`src/rtl/mc_cmd_decode_queue_if.sv`:
```
// Command/queue handshake bundle for mc_cmd_decode_queue.
// master: host + scheduler side (drives commands, consumes queue head).
// slave : decoder/queue side.
interface mc_cmd_decode_queue_if #(
    parameter int unsigned CMD_W  = 32,
    parameter int unsigned BANK_W = 3,
    parameter int unsigned ROW_W  = 14,
    parameter int unsigned COL_W  = 10,
    parameter int unsigned DEPTH  = 4
);
    logic                     cmd_valid;
    logic                     cmd_ready;
    logic [CMD_W-1:0]         cmd_input;
    logic                     out_valid;
    logic                     out_ready;
    logic [3:0]               out_cmd;
    logic [BANK_W-1:0]        out_bank;
    logic [ROW_W-1:0]         out_row;
    logic [COL_W-1:0]         out_col;
    logic                     out_err;
    logic [$clog2(DEPTH):0]   out_count;

    modport master (
        output cmd_valid, cmd_input, out_ready,
        input  cmd_ready, out_valid, out_cmd, out_bank, out_row, out_col, out_err, out_count
    );

    modport slave (
        input  cmd_valid, cmd_input, out_ready,
        output cmd_ready, out_valid, out_cmd, out_bank, out_row, out_col, out_err, out_count
    );
endinterface

```
`src/rtl/mc_cmd_decode_queue.sv`:
```
// MC command decoder with per-bank open-row tracking and a DEPTH-entry output FIFO.
// Raw commands are decoded, checked against bank state and enqueued in the accept cycle;
// the head is visible one cycle later. Optional REFRESH decode enabled by the macro
// MC_CMD_REFRESH_EN (opcode 0101, legal only when every bank is closed).
module mc_cmd_decode_queue #(
    parameter int unsigned CMD_W  = 32,
    parameter int unsigned BANK_W = 3,
    parameter int unsigned ROW_W  = 14,
    parameter int unsigned COL_W  = 10,
    parameter int unsigned DEPTH  = 4
) (
    input logic                  clk,
    input logic                  reset_n,
    mc_cmd_decode_queue_if.slave bus
);
    localparam int unsigned NBANK = 1 << BANK_W;
    localparam int unsigned PTR_W = $clog2(DEPTH);
    localparam int unsigned CNT_W = PTR_W + 1;
    localparam logic [CNT_W-1:0] DepthC = CNT_W'(DEPTH);

    localparam logic [3:0] OpNop = 4'h0;
    localparam logic [3:0] OpAct = 4'h1;
    localparam logic [3:0] OpRd  = 4'h2;
    localparam logic [3:0] OpWr  = 4'h3;
    localparam logic [3:0] OpPre = 4'h4;
`ifdef MC_CMD_REFRESH_EN
    localparam logic [3:0] OpRef = 4'h5;
`endif

    // Field slices of the raw command
    logic [3:0]        opcode;
    logic [BANK_W-1:0] f_bank;
    logic [ROW_W-1:0]  f_row;
    logic [COL_W-1:0]  f_col;
    logic              unused_cmd_bits;

    assign opcode          = bus.cmd_input[CMD_W-1 -: 4];
    assign f_col           = bus.cmd_input[COL_W-1:0];
    assign f_row           = bus.cmd_input[COL_W +: ROW_W];
    assign f_bank          = bus.cmd_input[COL_W+ROW_W +: BANK_W];
    // Filler bits between opcode and bank carry no meaning
    assign unused_cmd_bits = ^bus.cmd_input;

    // Bank state
    logic [NBANK-1:0] open_q, open_d;
    logic [ROW_W-1:0] row_q [NBANK];
    logic [ROW_W-1:0] row_d [NBANK];

    // Queue storage and control
    logic [3:0]        q_cmd  [DEPTH];
    logic [BANK_W-1:0] q_bank [DEPTH];
    logic [ROW_W-1:0]  q_row  [DEPTH];
    logic [COL_W-1:0]  q_col  [DEPTH];
    logic              q_err  [DEPTH];

    logic [PTR_W-1:0] wr_ptr_q, wr_ptr_d;
    logic [PTR_W-1:0] rd_ptr_q, rd_ptr_d;
    logic [CNT_W-1:0] count_q, count_d;
    logic             ready_q;

    logic       push, pop, head_valid;
    logic [3:0] dec_cmd;
    logic       dec_err;

    assign head_valid = (count_q != '0);
    assign push       = bus.cmd_valid & ready_q;
    assign pop        = head_valid & bus.out_ready;

    // Decode opcode, check bank legality, compute bank-state update for an accepted command
    always_comb begin
        dec_cmd = OpNop;
        dec_err = 1'b0;
        open_d  = open_q;
        row_d   = row_q;
        case (opcode)
            OpNop: ;
            OpAct: begin
                dec_cmd = OpAct;
                if (open_q[f_bank]) begin
                    dec_err = 1'b1;
                end else if (push) begin
                    open_d[f_bank] = 1'b1;
                    row_d[f_bank]  = f_row;
                end
            end
            OpRd, OpWr: begin
                dec_cmd = opcode;
                dec_err = !(open_q[f_bank] && (row_q[f_bank] == f_row));
            end
            OpPre: begin
                dec_cmd = OpPre;
                if (push) open_d[f_bank] = 1'b0;
            end
`ifdef MC_CMD_REFRESH_EN
            OpRef: begin
                dec_cmd = OpRef;
                dec_err = |open_q;
            end
`endif
            default: begin
                dec_cmd = OpNop;
                dec_err = 1'b1;
            end
        endcase
    end

    // Pointer and occupancy next-state
    always_comb begin
        wr_ptr_d = wr_ptr_q;
        rd_ptr_d = rd_ptr_q;
        count_d  = count_q;
        if (push) wr_ptr_d = wr_ptr_q + PTR_W'(1);
        if (pop)  rd_ptr_d = rd_ptr_q + PTR_W'(1);
        case ({push, pop})
            2'b10:   count_d = count_q + CNT_W'(1);
            2'b01:   count_d = count_q - CNT_W'(1);
            default: count_d = count_q;
        endcase
    end

    // State registers with synchronous reset; ready is registered from next occupancy
    always_ff @(posedge clk) begin
        if (!reset_n) begin
            wr_ptr_q <= '0;
            rd_ptr_q <= '0;
            count_q  <= '0;
            ready_q  <= 1'b0;
            open_q   <= '0;
            for (int i = 0; i < NBANK; i++) row_q[i] <= '0;
        end else begin
            wr_ptr_q <= wr_ptr_d;
            rd_ptr_q <= rd_ptr_d;
            count_q  <= count_d;
            ready_q  <= (count_d < DepthC);
            open_q   <= open_d;
            row_q    <= row_d;
        end
    end

    // Queue storage write on accept
    always_ff @(posedge clk) begin
        if (reset_n && push) begin
            q_cmd[wr_ptr_q]  <= dec_cmd;
            q_bank[wr_ptr_q] <= f_bank;
            q_row[wr_ptr_q]  <= f_row;
            q_col[wr_ptr_q]  <= f_col;
            q_err[wr_ptr_q]  <= dec_err;
        end
    end

    // Head outputs, forced to zero when the queue is empty
    always_comb begin
        bus.cmd_ready = ready_q;
        bus.out_valid = head_valid;
        bus.out_count = count_q;
        bus.out_cmd   = '0;
        bus.out_bank  = '0;
        bus.out_row   = '0;
        bus.out_col   = '0;
        bus.out_err   = 1'b0;
        if (head_valid) begin
            bus.out_cmd  = q_cmd[rd_ptr_q];
            bus.out_bank = q_bank[rd_ptr_q];
            bus.out_row  = q_row[rd_ptr_q];
            bus.out_col  = q_col[rd_ptr_q];
            bus.out_err  = q_err[rd_ptr_q];
        end
    end
endmodule

```
`src/flat_wrapper.sv`:
```
// flat-port wrapper written by rule: the top's interface ports become plain ports
module mc_cmd_decode_queue_flat 
#(
    parameter int unsigned CMD_W  = 32,
    parameter int unsigned BANK_W = 3,
    parameter int unsigned ROW_W  = 14,
    parameter int unsigned COL_W  = 10,
    parameter int unsigned DEPTH  = 4
)
  (clk, reset_n, bus_cmd_valid, bus_cmd_input, bus_out_ready, bus_cmd_ready, bus_out_valid, bus_out_cmd, bus_out_bank, bus_out_row, bus_out_col, bus_out_err, bus_out_count);
  mc_cmd_decode_queue_if #(.CMD_W(CMD_W), .BANK_W(BANK_W), .ROW_W(ROW_W), .COL_W(COL_W), .DEPTH(DEPTH)) bus_i ();
  input logic clk;
  input logic reset_n;
  input wire logic [$bits(bus_i.cmd_valid)-1:0] bus_cmd_valid;
  input wire logic [$bits(bus_i.cmd_input)-1:0] bus_cmd_input;
  input wire logic [$bits(bus_i.out_ready)-1:0] bus_out_ready;
  output wire logic [$bits(bus_i.cmd_ready)-1:0] bus_cmd_ready;
  output wire logic [$bits(bus_i.out_valid)-1:0] bus_out_valid;
  output wire logic [$bits(bus_i.out_cmd)-1:0] bus_out_cmd;
  output wire logic [$bits(bus_i.out_bank)-1:0] bus_out_bank;
  output wire logic [$bits(bus_i.out_row)-1:0] bus_out_row;
  output wire logic [$bits(bus_i.out_col)-1:0] bus_out_col;
  output wire logic [$bits(bus_i.out_err)-1:0] bus_out_err;
  output wire logic [$bits(bus_i.out_count)-1:0] bus_out_count;
  assign bus_i.cmd_valid = bus_cmd_valid;
  assign bus_i.cmd_input = bus_cmd_input;
  assign bus_i.out_ready = bus_out_ready;
  assign bus_cmd_ready = bus_i.cmd_ready;
  assign bus_out_valid = bus_i.out_valid;
  assign bus_out_cmd = bus_i.out_cmd;
  assign bus_out_bank = bus_i.out_bank;
  assign bus_out_row = bus_i.out_row;
  assign bus_out_col = bus_i.out_col;
  assign bus_out_err = bus_i.out_err;
  assign bus_out_count = bus_i.out_count;
  mc_cmd_decode_queue #(.CMD_W(CMD_W), .BANK_W(BANK_W), .ROW_W(ROW_W), .COL_W(COL_W), .DEPTH(DEPTH)) u_core (.clk(clk), .reset_n(reset_n), .bus(bus_i));
endmodule
```
`config.mk`:
```
export PLATFORM = sky130hd
export DESIGN_NAME = mc_cmd_decode_queue_flat
export DESIGN_NICKNAME = d
export VERILOG_FILES = /design/src/rtl/mc_cmd_decode_queue_if.sv /design/src/rtl/mc_cmd_decode_queue.sv /design/src/flat_wrapper.sv
export SDC_FILE = /design/constraint.sdc
export NUM_CORES = 1
export LEC_CHECK = 0
export ABC_AREA = 1
export BUFFER_PORTS_ARGS = -buffer_cell sky130_fd_sc_hd__buf_2
export CAP_MARGIN = 20
export CELL_PAD_IN_SITES_DETAIL_PLACEMENT = 2
export CELL_PAD_IN_SITES_GLOBAL_PLACEMENT = 2
export CORE_MARGIN = 1
export CORE_UTILIZATION = 37
export CTS_CLUSTER_DIAMETER = 200
export DETAILED_ROUTE_END_ITERATION = 7
export PLACE_DENSITY = 0.81
export SYNTH_ARGS = -nofsm -noshare
export SYNTH_HDL_FRONTEND = slang
export SYNTH_SLANG_ARGS = --single-unit
```
`constraint.sdc`:
```
create_clock -name clk -period 3 [get_ports clk]
set_clock_uncertainty 0.05 [all_clocks]
set_input_delay 0.3 -clock clk [delete_from_list [all_inputs] [get_ports clk]]
set_output_delay 0.3 -clock clk [all_outputs]
set_load 0.05 [all_outputs]
```
==> results of run 1 <==
## layout make-up
type / instances / area (um2) / area share, %
clock inverter: 7 / 115 / 0.874
multi-input combinational: 834 / 3890 / 29.5
clock buffer: 48 / 935 / 7.09
inverter: 149 / 562 / 4.26
timing repair buffer: 110 / 736 / 5.58
tap: 390 / 488 / 3.70
sequential: 258 / 6450 / 48.9
## path summary, 6_finish.rpt
check | start | endpoint | depth (start not counted)
setup / recovery | flop | bus_out_col[7] | 6
hold / removal | bus_cmd_input[25] | u_core.q_bank[1][1] | 1
setup reg to reg | flop | u_core.row_q[31] | 11
hold reg to reg | u_core.row_q[65] | u_core.row_q[65] | 2
## power breakdown
part / leakage [nW] / switching, mW / internal (mW)
sequential: 2.21 / 0.0823 / 3.82
combinational: 2.50 / 2.38 / 0.638
clock: 0.511 / 1.50 / 2.38
## metrics by stage
stage,instance area (um2),hold WS (ns),setup slack (ns)
after floorplan,11300,0.349,0.117
after global placement,12000,0.389,0.392
after detailed placement,12000,0.398,0.220
after CTS,13200,0.0190,0.156
after global routing,13200,0.0533,0.0883
final,13200,0.0583,0.216
## registers in the layout, summed over array words and instances (netlist names), named ones only
signal,count
u_core.row_q,112
u_core.q_err,4
u_core.bus.out_count,3
u_core.wr_ptr_q,2
u_core.q_row,56
u_core.rd_ptr_q,2
u_core.bus.cmd_ready,1
u_core.q_bank,12
u_core.q_cmd,16
u_core.q_col,40
## routing by layer
metal / global-route usage, % / up-vias / share of wire (%)
met5: 0 / - / 0.032
met4: 7.36 / 2 / 2.4
met3: 3.06 / 73 / 3.6
met2: 45.0 / 179 / 51
met1: 29.8 / 4821 / 43
li1: - / 4455 / -
## cells in the final DEF, fill, tap and decap left out, types with 2 or more instances in the layout
cell and n:
nand2_1 219, o21ai_0 180, nor2_1 161, a21oi_1 156, inv_1 140, dfxtp_1 129
edfxtp_1 128, buf_2 71, nand3_1 65, clkbuf_16 32, buf_4 24, nor2_4 11
dlygate4sd3_1 10, clkbuf_1 8, o21bai_1 7, o21ai_1 7, clkbuf_8 7, inv_2 6
ha_1 5, buf_12 5, conb_1 4, clkinv_1 3, o21ai_2 3, a21oi_2 3
bufinv_16 3, nor2_2 2, or2_2 2
## logic make-up after synthesis
| kind of cell | Yosys count | synth area share, % |
|---|---|---|
| fa+ha+maj | 6 | 0.732 |
| buf+inv | 230 | 8.76 |
| simple gates | 465 | 16.9 |
| other cells | 1 | 0.0332 |
| xor+xnor | 1 | 0.0777 |
| compound gates | 358 | 16.3 |
| flops | 258 | 57.1 |
## worst max-delay path: cells and delay by family (launching register included)
kind | cells | cell delay [ns]
AOI/OAI and AO/OA | 2 | 0.20
buffers and inverters | 3 | 1.27
and+or+nand+nor | 1 | 0.07
DFF | 1 | 0.33
## timing repair
action	4_1_cts	5_1_grt
hold buffers	10	0
hold endpoints to repair	40	0
resized for setup	0	0
setup buffers	0	0
==> results.toml, run 1 <==
[placed_design]
dp_cells = 1731
place_congestion = 0.732
io_buffers = 71
dp_hpwl_um = 23200

[routing]
routed_wl_um = 38000
dr.first_iter.drc_count = 533
viasPerCell = 5.31
wl_per_cell_um = 21.2
drc = 0
via_count = 9530
ant_nets = 0
firstDrtPassIters = 5

[worst_setup_path]
cp_max_fo = 24
start_kind = "flop"
cp.arrival_ns = 2.43
critPathRequiredTime_ns = 2.65
crit_type = "flop to primary output"
slowest_stage = "inv_1"
worstPathCellList = "inv_1, buf_4, nor2_1, o21ai_0, a21oi_1, buf_2"
cpPeakStageDelay_ns = 0.69
end_kind = "primary output"
rrSetupSlack_ns = 0.65

[logic_synthesis]
ys_top_cells_by_count = "219 x nand2_1, 180 x o21ai_0, 165 x nor2_1"
ys_ff_latch = 258
yosysWarnings = 0
synth_edf_count = 128
syn_area_per_cell_um2 = 8.55
synth.most_common_cell = "nand2_1"
yosys.cell_types.count = 33
synth_top_area_share_pct = 34.1
async_flop_share_pct = 0
postSynthCellCount = 1319
yosys-top-cells-area = "edfxtp_1 34%, dfxtp_1 23%, o21ai_0 8.0%"
syn_area_mm2 = 0.0113
synth_ff_type = "dfxtp_1"
synth_largest_area_cell = "edfxtp_1"
synth-seq-area-share_pct = 57.1

[clock_network]
clock_path_buffers = 3
htreeDepth = 1
cts_buffers = 30
clock-root-buffer = "clkbuf_16"
cts_sinks = 258
cts_tree = "done"
clkTransAtPathRegs_ns = 0.06
worstSkewPairLatency_ns = 0.56

[sta]
period_share_pct = 92.8
tns_ns = 0
rsz0062_at_grt = "no"
tightest_slew_ns = 0.952
hold_viol = 0
finalSetupViolations = 0
max_freq_mhz = 359
maxSlewHeadroom_pct = 36.5
period_needed_ns = 2.78
slew_viol_final = 0

[layout]
fin_nets = 1425
n_antenna_cell = 0
synthToLayoutAreaGrowth_pct = 16.8
fin_cells = 1796
drive_gt1_share_pct = 12.7
fillers = 3266
post-route-util_pct = 44.2

[global_routing]
antenna_found_initial = 2
grt_usage_pct = 24.6
grt_pass1_wl_um = 58800
grt_max_degree = 120
first_global_vias = 10399
gr-total-overflow = 0

[power_and_ir_drop]
ir_drop_v = 0.000415
p_per_area_mw_per_mm2 = 821
p_leak_nw = 5.22
power_mw = 10.8

[floorplanning]
core-area_mm2 = 0.0298
pin_count = 73
dieArea_mm2 = 0.0312
initial_utilization_pct = 37.9
die_y_um = 177
die_x_um = 177
rows = 63

[run_status]
status = "completed"

[hold_path]
min_path_type = "input pin to flop"

[run]
maxCapViolations = 0
(Power assumes the default switching activity.)
==> inputs of run 2 (changes only) <==
==> constraint.sdc (replaced) <==
create_clock -name clk -period 2.9 [get_ports clk]
set_clock_uncertainty 0.05 [all_clocks]
set_input_delay 0.29 -clock clk [delete_from_list [all_inputs] [get_ports clk]]
set_output_delay 0.29 -clock clk [all_outputs]
set_load 0.05 [all_outputs]
==> run 2 against run 1 <==
Combinational power increased by 4%. Final area decreased by 0.34%. Utilization decreased by 0.15 points. Power increased by 0.55%. Die area unchanged. Clock power decreased by 5.2%. Clock-buffer cell count decreased by 10. Critical path type unchanged. Largest cell class unchanged. Largest power group unchanged.
==> results.toml, run 2 (same netlist as run 1, synthesis figures left out) <==
[clock_network]
post_cts_buffers = 0
clock_path_buffers = 3
clock-root-buffer = "clkbuf_16"
cts_buffers = 30
htreeDepth = 1
cts_tree = "done"
cts_resized = 0
cts_sinks = 258
worstSkewPairLatency_ns = 0.56
clkTransAtPathRegs_ns = 0.07

[layout]
multi_input_area_mm2 = 0.00389
final-seq-area_mm2 = 0.00645
largest_register = "u_core.row_q"
largest_register_ffs = 112
layout_common_cells = "219 x nand2_1, 180 x o21ai_0, 161 x nor2_1, 156 x a21oi_1, 140 x inv_1"
final_area_mm2 = 0.0131
fin_nets = 1428
fillers = 3265
fin_cells = 1800
top_regs = "u_core.row_q x112, u_core.q_row x56, u_core.q_col x40"
mostFrequentLayoutCell = "nand2_1"
synthToLayoutAreaGrowth_pct = 16.4
drive_gt1_share_pct = 12.7
n_antenna_cell = 0

[routing]
ant_nets = 0
firstDrtPassIters = 5
viasPerCell = 5.30
routed_wl_um = 38300
dr.first_iter.drc_count = 468
drc = 0
wl_per_cell_um = 21.3
via_count = 9541

[worst_setup_path]
r2r_cells = 11
crit_type = "flop to primary output"
rrSetupSlack_ns = 0.47
critPathRequiredTime_ns = 2.56
r2r-end = "u_core.row_q[32]"
worstPathCellList = "inv_1, buf_4, nor2_1, o21ai_0, a21oi_1, buf_2"
start_kind = "flop"
cpPeakStageDelay_ns = 0.67
cp.arrival_ns = 2.43
end_kind = "primary output"
cp_max_fo = 22
path_delay_family = "buffers and inverters"
cp_num_buf_inv = 3
slowest_stage = "inv_1"

[floorplanning]
dieArea_mm2 = 0.0312
die_x_um = 177
core-area_mm2 = 0.0298
rows = 63
initial_utilization_pct = 37.9
pin_count = 73
die_y_um = 177

[sta]
period_share_pct = 95.5
period_needed_ns = 2.77
finalSetupViolations = 0
max_freq_mhz = 361
hold_viol = 0
rsz0062_at_grt = "yes"
tns_ns = 0
maxSlewHeadroom_pct = 37.9
tightest_slew_ns = 0.930
slew_viol_final = 0

[power_and_ir_drop]
ir_drop_v = 0.000431
power_mw = 10.9
p_leak_nw = 5.19
p_per_area_mw_per_mm2 = 828

[global_routing]
grt_pass1_wl_um = 59300
first_global_vias = 10531
gr-total-overflow = 0
grt_usage_pct = 24.8
antenna_found_initial = 0
grt_max_degree = 120

[run_status]
status = "completed"

[hold_path]
min_path_type = "input pin to flop"
min_to = "u_core.q_bank[1][1]"
holdPathStages = 1
hold_start = "bus_cmd_input[25]"

[run]
maxCapViolations = 0

[placed_design]
place_congestion = 0.726
placed_area_mm2 = 0.0121
dp_cells = 1734
io_buffers = 71
dp_hpwl_um = 23800
## run 2: cell type report
type                       count  area share [%]
clock inverter                18            1.09
inverter                     149            4.28
sequential                   258            49.1
clock buffer                  38            6.11
multi-input combinational    834            29.6
timing repair buffer         113            6.06
tap                          390            3.72
## run 2: repair_timing
item	CTS	global route
hold buffers	10	0
hold endpoints to repair	40	0
endpoints found under the setup margin	0	5
## run 2: metrics by stage
| stage | util [%] | setup WS, ns | hold slack [ns] |
|---|---|---|---|
| CTS | 44.1 | 0.0367 | 0.0355 |
| floorplan | - | 0.0174 | 0.339 |
| finish | 44.1 | 0.131 | 0.0599 |
| detailed placement | 40.6 | 0.178 | 0.398 |
| global placement | 40.6 | 0.378 | 0.388 |
| global route | 44.1 | -0.0596 | 0.0472 |
## run 2: where the power goes
| part | total (mW) | switching, mW | leakage [nW] | internal, mW |
|---|---|---|---|---|
| clock | 3.68 | 1.55 | 0.464 | 2.13 |
| combinational | 3.14 | 2.47 | 2.52 | 0.670 |
| sequential | 4.05 | 0.0941 | 2.21 | 3.96 |
| total | 10.9 | 4.11 | 5.19 | 6.75 |
## run 2: routing by layer
layer / GRT usage [%] / vias up / wire, um
met5: 0 / - / 0
met4: 6.25 / 0 / 688
met2: 46.0 / 155 / 19800
li1: - / 4458 / -
met1: 30.1 / 4874 / 16500
met3: 3.04 / 54 / 1320
## run 2: worst max path at each step
stage                     endpoint  cells past startpoint
6_report            bus_out_col[0]                      6
5_1_grt             bus_out_col[0]                      6
2_1_floorplan  u_core.q_bank[0][0]                      4
3_5_place_dp      u_core.row_q[37]                     13
4_1_cts             bus_out_col[0]                      6
3_3_place_gp      u_core.row_q[29]                     14
==> inputs of run 3 (changes only) <==
--- a/config.mk
+++ b/config.mk
@@ -5,13 +5,12 @@
 export SDC_FILE = /design/constraint.sdc
 export NUM_CORES = 1
 export LEC_CHECK = 0
-export ABC_AREA = 1
 export BUFFER_PORTS_ARGS = -buffer_cell sky130_fd_sc_hd__buf_2
 export CAP_MARGIN = 20
 export CELL_PAD_IN_SITES_DETAIL_PLACEMENT = 2
 export CELL_PAD_IN_SITES_GLOBAL_PLACEMENT = 2
 export CORE_MARGIN = 1
-export CORE_UTILIZATION = 37
+export CORE_UTILIZATION = 43
 export CTS_CLUSTER_DIAMETER = 200
 export DETAILED_ROUTE_END_ITERATION = 7
 export PLACE_DENSITY = 0.81
==> run 3 against run 2 <==
Power fell by 2.4%. First-iteration DRC count fell by 31%. Clock-buffer cell count rose by 3. Via count fell by 29%. Largest power group unchanged. Highest routed layer unchanged.
==> results.toml, run 3 <==
[sta]
period_needed_ns = 2.76
max_freq_mhz = 362
finalSetupViolations = 0
maxSlewHeadroom_pct = 40.3
rsz0062_at_grt = "no"
tightest_slew_ns = 0.895
slew_viol_final = 0
hold_slack_ns = 0.0494
hold_viol = 0
period_share_pct = 95.2

[logic_synthesis]
synth_largest_area_cell = "edfxtp_1"
synth_top_family_by_area = "multiplexers"
synth_compound_area_share_pct = 2.12
yosys-top-cells-area = "edfxtp_1 36%, dfxtp_1 24%, mux2i_1 13%"
ys_ff_latch = 258
synth_fa_ha_area_share_pct = 0.766
synth-seq-area-share_pct = 59.8
synthMuxAreaShare_pct = 24.0
yosysWarnings = 0
async_flop_share_pct = 0
synth_top_area_share_pct = 35.7
synth_ff_type = "dfxtp_1"
synth-xor-area-share_pct = 1.63
postSynthCellCount = 780
synth-simple-area-share_pct = 8.89
synth_edf_count = 128
syn_area_mm2 = 0.0108
ys_top_cells_by_count = "136 x mux2i_1, 130 x dfxtp_1, 128 x edfxtp_1"
synth.most_common_cell = "mux2i_1"
syn_area_per_cell_um2 = 13.8
yosys.cell_types.count = 46

[worst_setup_path]
critPathRequiredTime_ns = 3.27
r2r_cells = 6
cp.arrival_ns = 3.14
cp_max_fo = 7
rrSetupSlack_ns = 0.14
start_kind = "flop"
cpPeakStageDelay_ns = 0.63
worstPathCellList = "mux2_1, o2bb2ai_1, or4_4, a211oi_2, a21oi_1, a311oi_1"
crit_type = "flop to flop"
end_kind = "flop"
slowest_stage = "or4_4"

[floorplanning]
dieArea_mm2 = 0.0257
initial_utilization_pct = 44.1
die_x_um = 160
die_y_um = 160
core-area_mm2 = 0.0245
pin_count = 73
rows = 57

[clock_network]
clkTransAtPathRegs_ns = 0.07
post_cts_buffers = 0
htreeDepth = 1
cts_tree = "done"
clock-root-buffer = "clkbuf_16"
cts_buffers = 28
clock_path_buffers = 3
cts_sinks = 258
worstSkewPairLatency_ns = 0.55

[layout]
drive_gt1_share_pct = 24.8
mostFrequentLayoutCell = "mux2i_1"
synthToLayoutAreaGrowth_pct = 17.7
layout_common_cells = "136 x mux2i_1, 129 x dfxtp_1, 128 x edfxtp_1, 123 x nor2_1, 71 x buf_2"
largest_register = "u_core.row_q"
n_antenna_cell = 0
fin_nets = 908
final_area_mm2 = 0.0127
largest_register_ffs = 112
post-route-util_pct = 51.8
top_regs = "u_core.row_q x112, u_core.q_row x56, u_core.q_col x40"

[run]
maxCapViolations = 0

[power_and_ir_drop]
p_leak_nw = 5.37
ir_drop_v = 0.000658
p_per_area_mw_per_mm2 = 836

[routing]
wl_per_cell_um = 26.5
routed_wl_um = 32100
drc = 0
via_count = 6756
viasPerCell = 5.58
firstDrtPassIters = 4
ant_nets = 0
dr.first_iter.drc_count = 323

[hold_path]
hold_start = "reset_n"
min_path_type = "input pin to flop"
holdPathStages = 3
min_to = "u_core.bus.out_count[0]"

[global_routing]
grt_max_degree = 81
grt_usage_pct = 25.5
antenna_found_initial = 0
grt_pass1_wl_um = 49100
gr-total-overflow = 0
first_global_vias = 7812

[run_status]
status = "completed"

[placed_design]
placed_area_mm2 = 0.0116
io_buffers = 71
dp_hpwl_um = 19200
place_congestion = 0.768
run 3: cell count changes after synthesis, sizes merged, moves of 50 or more:
cell	before	now
inv	147	5
o21ai	190	2
mux2i	0	136
nor2	174	124
nand2	220	11
nand3	65	3
a21oi	159	9
run 3: critical path, delay by kind of cell (launching register included):
| kind | cells | cell delay [ns] |
|---|---|---|
| compound gates | 4 | 1.33 |
| flops | 1 | 0.32 |
| mux | 1 | 0.30 |
| simple gates | 1 | 0.63 |
run 3: cell type report:
class                      instances  area, um2
clock inverter                     9        128
tap                              324        405
timing repair buffer             114        766
inverter                           5       20.0
multi-input combinational        459       4050
clock buffer                      41        866
fill                            2246      11800
sequential                       258       6450
run 3: power by group:
| group | internal, mW | switching (mW) |
|---|---|---|
| Sequential | 3.93 | 0.0725 |
| Clock | 2.33 | 1.49 |
| Combinational | 0.776 | 2.00 |
run 3: how the worst max path moves through the flow:
stage	end	depth (start not counted)	slack, ns	from
finish	flop	6	0.14	flop
global route	flop	6	0.05	flop
CTS	flop	6	0.15	flop
detailed placement	u_core.row_q[26]	9	-0.05	bus_cmd_input[24]
global placement	u_core.row_q[15]	9	0.04	bus_cmd_input[24]
floorplan	u_core.bus.cmd_ready	9	0.45	u_core.bus.cmd_ready
run 3: per-layer routing:
layer | wire [um] | track usage, % | up-vias
met5 | 0 | 0 | -
met1 | 13300 | 30.4 | 3559
met3 | 757 | 2.71 | 57
li1 | - | - | 3006
met4 | 772 | 6.88 | 0
met2 | 17300 | 48.6 | 134
run 3: per-stage QoR:
stage          worst slack, ns  power (mW)  setup TNS, ns  cells
4_1_cts                  0.155        10.7              0   1210
3_5_place_dp           -0.0475        6.81         -0.505   1150
3_3_place_gp            0.0405        6.69              0   1150
6_report                 0.139        10.6              0   1210
2_1_floorplan            0.448        6.10              0    783
5_1_grt                 0.0462        10.9              0   1210
run 3: timing repair:
item | in CTS | in global routing
setup endpoints to repair | 0 | 0
endpoints found under the hold margin | 40 | 0
hold buffers | 10 | 0
gates resized for setup | 0 | 0
run 3: logic make-up after synthesis:
kind of cell               Yosys count
xor gates and xnor gates            20
AOI/OAI and AO/OA                   33
and+or+nand+nor                    199
other                                1
adders and majority gates            6
muxes                              197
DFF                                258
buffers and inverters               66
